--- src/rtl/ext_int_ctrl_if.sv ---
// rtl/ext_int_ctrl_if.sv - register access port of the external interrupt conditioner
interface ext_int_ctrl_if;
   logic        start;
   logic        we;
   logic [1:0]  addr;
   logic [31:0] data;
   logic [31:0] q;
   logic        done;

   modport master (output start, we, addr, data, input q, done);
   modport slave  (input start, we, addr, data, output q, done);
endinterface

--- src/rtl/ext_int_ctrl.sv ---
// rtl/ext_int_ctrl.sv - sync, debounce and falling-edge detect for four active-low interrupt pins
module ext_int_ctrl #(
   parameter int DEBOUNCE_CYCLES = 250,
   parameter int CNT_W           = 8
) (
   input  logic           clk,
   input  logic           reset,
   input  logic [3:0]     nint,
   output logic [3:0]     int_out,
   ext_int_ctrl_if.slave  bus
);

   // 0 and 1 both mean "accept a change after one stable cycle"
   localparam int N = (DEBOUNCE_CYCLES < 1) ? 1 : DEBOUNCE_CYCLES;
   localparam logic [CNT_W-1:0] CNT_LAST = CNT_W'(N - 1);

   logic [3:0]       s1, s2;
   logic [3:0]       st, st_d;
   logic [CNT_W-1:0] cnt [4];
   logic [3:0]       mask, pending;
   logic [3:0]       fall;
   logic [3:0]       w1c;
   logic             acc_v;
   logic [1:0]       acc_addr;
   logic [31:0]      rd_val;
   logic             unused_data;

   assign unused_data = ^bus.data[31:4];

   // Qualified falling edge of the debounced level; this is both the pulse and the pending set
   assign fall = st_d & ~st & mask;

   // Write-1-to-clear strobe for the pending register
   assign w1c = (bus.start && bus.we && bus.addr == 2'd1) ? bus.data[3:0] : 4'h0;

   // Two-flop synchroniser, idle level high so a released pin reads as inactive
   always_ff @(posedge clk or posedge reset) begin
      if (reset) begin
         s1 <= 4'hF;
         s2 <= 4'hF;
      end else begin
         s1 <= nint;
         s2 <= s1;
      end
   end

   // Debounce: a level change is accepted only after N consecutive deviating samples
   always_ff @(posedge clk or posedge reset) begin
      if (reset) begin
         st <= 4'hF;
         for (int i = 0; i < 4; i++) cnt[i] <= '0;
      end else begin
         for (int i = 0; i < 4; i++) begin
            if (s2[i] == st[i]) begin
               cnt[i] <= '0;
            end else if (cnt[i] == CNT_LAST) begin
               st[i]  <= s2[i];
               cnt[i] <= '0;
            end else begin
               cnt[i] <= cnt[i] + CNT_W'(1);
            end
         end
      end
   end

   // Edge detector output and sticky pending flags; a new edge wins over a same-cycle clear
   always_ff @(posedge clk or posedge reset) begin
      if (reset) begin
         st_d    <= 4'hF;
         int_out <= 4'h0;
         pending <= 4'h0;
      end else begin
         st_d    <= st;
         int_out <= fall;
         pending <= (pending & ~w1c) | fall;
      end
   end

   // Mask register; the new value only qualifies edges after the write edge
   always_ff @(posedge clk or posedge reset) begin
      if (reset) begin
         mask <= 4'hF;
      end else if (bus.start && bus.we && bus.addr == 2'd0) begin
         mask <= bus.data[3:0];
      end
   end

   // Read mux, evaluated one cycle after the access so writes are reflected
   always_comb begin
      rd_val = 32'h0;
      case (acc_addr)
         2'd0:    rd_val = {28'h0, mask};
         2'd1:    rd_val = {28'h0, pending};
         2'd2:    rd_val = {28'h0, ~st};
         default: rd_val = 32'h0;
      endcase
   end

   // Access pipeline: capture at the start edge, complete with done and q one edge later
   always_ff @(posedge clk or posedge reset) begin
      if (reset) begin
         acc_v    <= 1'b0;
         acc_addr <= 2'd0;
         bus.done <= 1'b0;
         bus.q    <= 32'h0;
      end else begin
         acc_v    <= bus.start;
         acc_addr <= bus.addr;
         bus.done <= acc_v;
         if (acc_v) bus.q <= rd_val;
      end
   end

endmodule

--- src/flat_wrapper.sv ---
// flat-port wrapper written by rule: the top's interface ports become plain ports
module ext_int_ctrl_flat 
#(
   parameter int DEBOUNCE_CYCLES = 250,
   parameter int CNT_W           = 8
)
  (clk, reset, nint, int_out, bus_start, bus_we, bus_addr, bus_data, bus_q, bus_done);
  ext_int_ctrl_if bus_i ();
  input  logic clk;
  input  logic reset;
  input  logic [3:0] nint;
  output logic [3:0] int_out;
  input wire logic [$bits(bus_i.start)-1:0] bus_start;
  input wire logic [$bits(bus_i.we)-1:0] bus_we;
  input wire logic [$bits(bus_i.addr)-1:0] bus_addr;
  input wire logic [$bits(bus_i.data)-1:0] bus_data;
  output wire logic [$bits(bus_i.q)-1:0] bus_q;
  output wire logic [$bits(bus_i.done)-1:0] bus_done;
  assign bus_i.start = bus_start;
  assign bus_i.we = bus_we;
  assign bus_i.addr = bus_addr;
  assign bus_i.data = bus_data;
  assign bus_q = bus_i.q;
  assign bus_done = bus_i.done;
  ext_int_ctrl #(.DEBOUNCE_CYCLES(DEBOUNCE_CYCLES), .CNT_W(CNT_W)) u_core (.clk(clk), .reset(reset), .nint(nint), .int_out(int_out), .bus(bus_i));
endmodule
--- config.mk ---
export PLATFORM = sky130hd
export DESIGN_NAME = ext_int_ctrl_flat
export DESIGN_NICKNAME = d
export VERILOG_FILES = /design/src/rtl/ext_int_ctrl_if.sv /design/src/rtl/ext_int_ctrl.sv /design/src/flat_wrapper.sv
export SDC_FILE = /design/constraint.sdc
export NUM_CORES = 1
export LEC_CHECK = 0
export ABC_CLOCK_PERIOD_IN_PS = 4800
export CAP_MARGIN = 15
export CELL_PAD_IN_SITES_DETAIL_PLACEMENT = 1
export CELL_PAD_IN_SITES_GLOBAL_PLACEMENT = 1
export CORE_UTILIZATION = 40
export DETAILED_ROUTE_END_ITERATION = 16
export DONT_BUFFER_PORTS = 1
export MAX_ROUTING_LAYER = met4
export PLACE_DENSITY = 0.68
export SYNTH_ARGS = -nofsm -noshare
export SYNTH_HDL_FRONTEND = slang
export SYNTH_SLANG_ARGS = --single-unit
--- constraint.sdc ---
create_clock -name clk -period 4.8 [get_ports clk]
set_clock_uncertainty 0.15 [all_clocks]
set_input_delay 1.44 -clock clk [delete_from_list [all_inputs] [get_ports clk]]
set_output_delay 1.44 -clock clk [all_outputs]
set_load 0.05 [all_outputs]
==> impl_metrics.ini <==
[status]
status = complete, no violations

[floorplan]
rows = 31
floorplan.initialDensity_pct = 42.0
core_mm2 = 0.00733
die_width_um = 89.7
die_area_mm2 = 0.00805
io_pins = 79
fp.dieH_um = 89.7

[timing]
worstMarginPinSlew_ns = 0.814
post-route-min-period_ns = 2.58
setup_viol = 0
rsz0062_at_grt = no
slew_headroom_pct = 45.7
maxSlewViolCount = 0
post-route-period-util_pct = 53.8
finalHoldViolCount = 0
fmax_mhz = 387
fin_setup_tns_ns = 0

[detailed_routing]
vias = 1826
wl_um = 5420
dr.pass1.iters = 4
wl_per_cell_um = 14.1
drc = 0
drtAntennaViolNets = 0
routed_via_density = 4.74
drtIter0Drc = 61

[synthesis]
synthTopCellsByCount = 48 x dfrtp_1, 40 x nor2_1, 28 x buf_4
yosysTopAreaCell = dfrtp_1
synthArstFlopShare_pct = 100
yosysMostFrequentCell = dfrtp_1
synth_area_leaders = dfrtp_1 39%, dfstp_2 17%, buf_4 6.8%
synth-seq-cells = 68
yosysUniqueCellTypes = 35
syn-mean-instance-area_um2 = 11.2
netlist_area_mm2 = 0.00308
synth-edff-count = 0
synth.top_cell.area_share_pct = 39.0
ys.flop_type = dfrtp_1
ys_warn_count = 0
synthCells = 276
ys_seq_area_share_pct = 56.1

[clock_tree]
clk_path_buf_depth = 2
cts_tree = yes
clk_latency_ns = 0.34
cts_root_buf = clkbuf_8
cts-buffers-inserted = 9
holdBufCountCts = 0
clkTransAtPathRegs_ns = 0.06
post_cts.repair.setup_buffers = 0
cts_resized = 0
cts_sinks = 68
htree_levels = 3

[cells_and_area]
fin_cells = 385
design_area_mm2 = 0.00324
antenna_cells = 0
post-route-util_pct = 44.1
syn2layout_area_growth_pct = 5.12
drive_gt1_share_pct = 15.4
num-nets-final = 332

[setup_path]
startpoint_type = flop
end_kind = output pin
critical_path_arrival_ns = 0.99
crit_path_max_fanout = 2
cp_num_cells = 0
reg2reg_depth = 4
cp.required_ns = 3.21
critPathKind = flop to output pin

[global_route]
gr-total-overflow = 0
grt_max_degree = 39
antenna_found_initial = 0
grt_pass1_wl_um = 9560
track_usage_pct = 15.7
grt_pass1_vias = 1981

[hold_path]
min_path_cells = 0
hold_class = flop to flop

[pwr]
p_per_area_mw_per_mm2 = 354
p_total_mw = 1.15
p_leak_nw = 1.42
ir_drop_uv = 154

[flow_run]
cap_violations = 0

[placed_design]
io_buffers = 0
dp.cells = 370
gp_congestion = 0.725
hpwl_um = 3740
place_area_mm2 = 0.00308
==> flip-flops by register name, summed over array words and instances (netlist names) <==
| name | cells |
|---|---|
| u_core.mask | 4 |
| u_core.st | 4 |
| u_core.int_out | 4 |
| u_core.bus.q | 4 |
| u_core.acc_v | 1 |
| u_core.bus.done | 1 |
| u_core.s2 | 4 |
| u_core.pending | 4 |
| u_core.acc_addr | 2 |
| u_core.st_d | 4 |
| u_core.cnt | 32 |
| u_core.s1 | 4 |
==> through the flow <==
stage               hold slack (ns)  worst slack (ns)
global placement              0.196              2.17
CTS                           0.207              2.19
detailed placement            0.197              2.14
global route                  0.210              2.17
finish                        0.206              2.22
floorplan                     0.195              1.53
==> layout by cell type, fill, tap and decap left out, drive strengths merged, types with 5 or more instances in the layout <==
master,instances
dfrtp,48
nor2,41
conb,28
dfstp,20
nand2,16
clkbuf,15
xnor2,12
nand3,12
a21o,10
a21oi,9
ha,8
mux2,8
nor3,7
xor2,7
nand2b,6
nand3b,5
inv,5
==> path summary, 6_finish.rpt <==
check                                                   end  slack, ns                         from
worst min register to register       u_core.s2[0]$_DFF_PP1_       0.21       u_core.s1[0]$_DFF_PP1_
max in group asynchronous            u_core.s2[1]$_DFF_PP1_       2.66                        reset
worst min-delay path                 u_core.s2[0]$_DFF_PP1_       0.21       u_core.s1[0]$_DFF_PP1_
worst max register to register     u_core.cnt[23]$_DFF_PP0_       3.19     u_core.cnt[18]$_DFF_PP0_
worst max-delay path                               bus_q[1]       2.22  u_core.bus.q[1]$_DFFE_PP0P_
min in group asynchronous       u_core.bus.q[2]$_DFFE_PP0P_       0.99                        reset
==> layer usage <==
| metal | part of all wire [%] | wire, um | track usage, % | vias to the layer above |
|---|---|---|---|---|
| met4 | 1.3 | 72 | 6.56 | 0 |
| met5 | 0 | 0 | - | - |
| met1 | 46 | 2500 | 19.0 | 896 |
| li1 | - | - | - | 881 |
| met3 | 5.5 | 299 | 5.58 | 9 |
| met2 | 47 | 2550 | 23.8 | 40 |
==> logic make-up after synthesis <==
| kind of cell | after synthesis | synth area share (%) |
|---|---|---|
| and+or+nand+nor | 98 | 15.3 |
| DFF | 68 | 56.1 |
| buffers and inverters | 39 | 8.37 |
| AOI/OAI and AO/OA | 31 | 7.20 |
| xor gates and xnor gates | 19 | 5.41 |
| muxes | 12 | 4.23 |
| adders and majority gates | 8 | 3.25 |
| other | 1 | 0.122 |
==> area by class of cell <==
type | count | area (um2)
clock buffer | 15 | 156
inverter | 5 | 18.8
tap | 99 | 124
multi-input combinational | 196 | 1190
fill | 821 | 4100
timing repair buffer | 2 | 15.0
sequential | 68 | 1730
==> where the power goes <==
| group | total (mW) | switching, mW | internal (mW) | leakage (nW) |
|---|---|---|---|---|
| combinational | 0.107 | 0.0803 | 0.0263 | 0.487 |
| clock | 0.396 | 0.195 | 0.200 | 0.0778 |
| sequential | 0.643 | 0.0373 | 0.606 | 0.851 |
(Power assumes the default switching activity.)
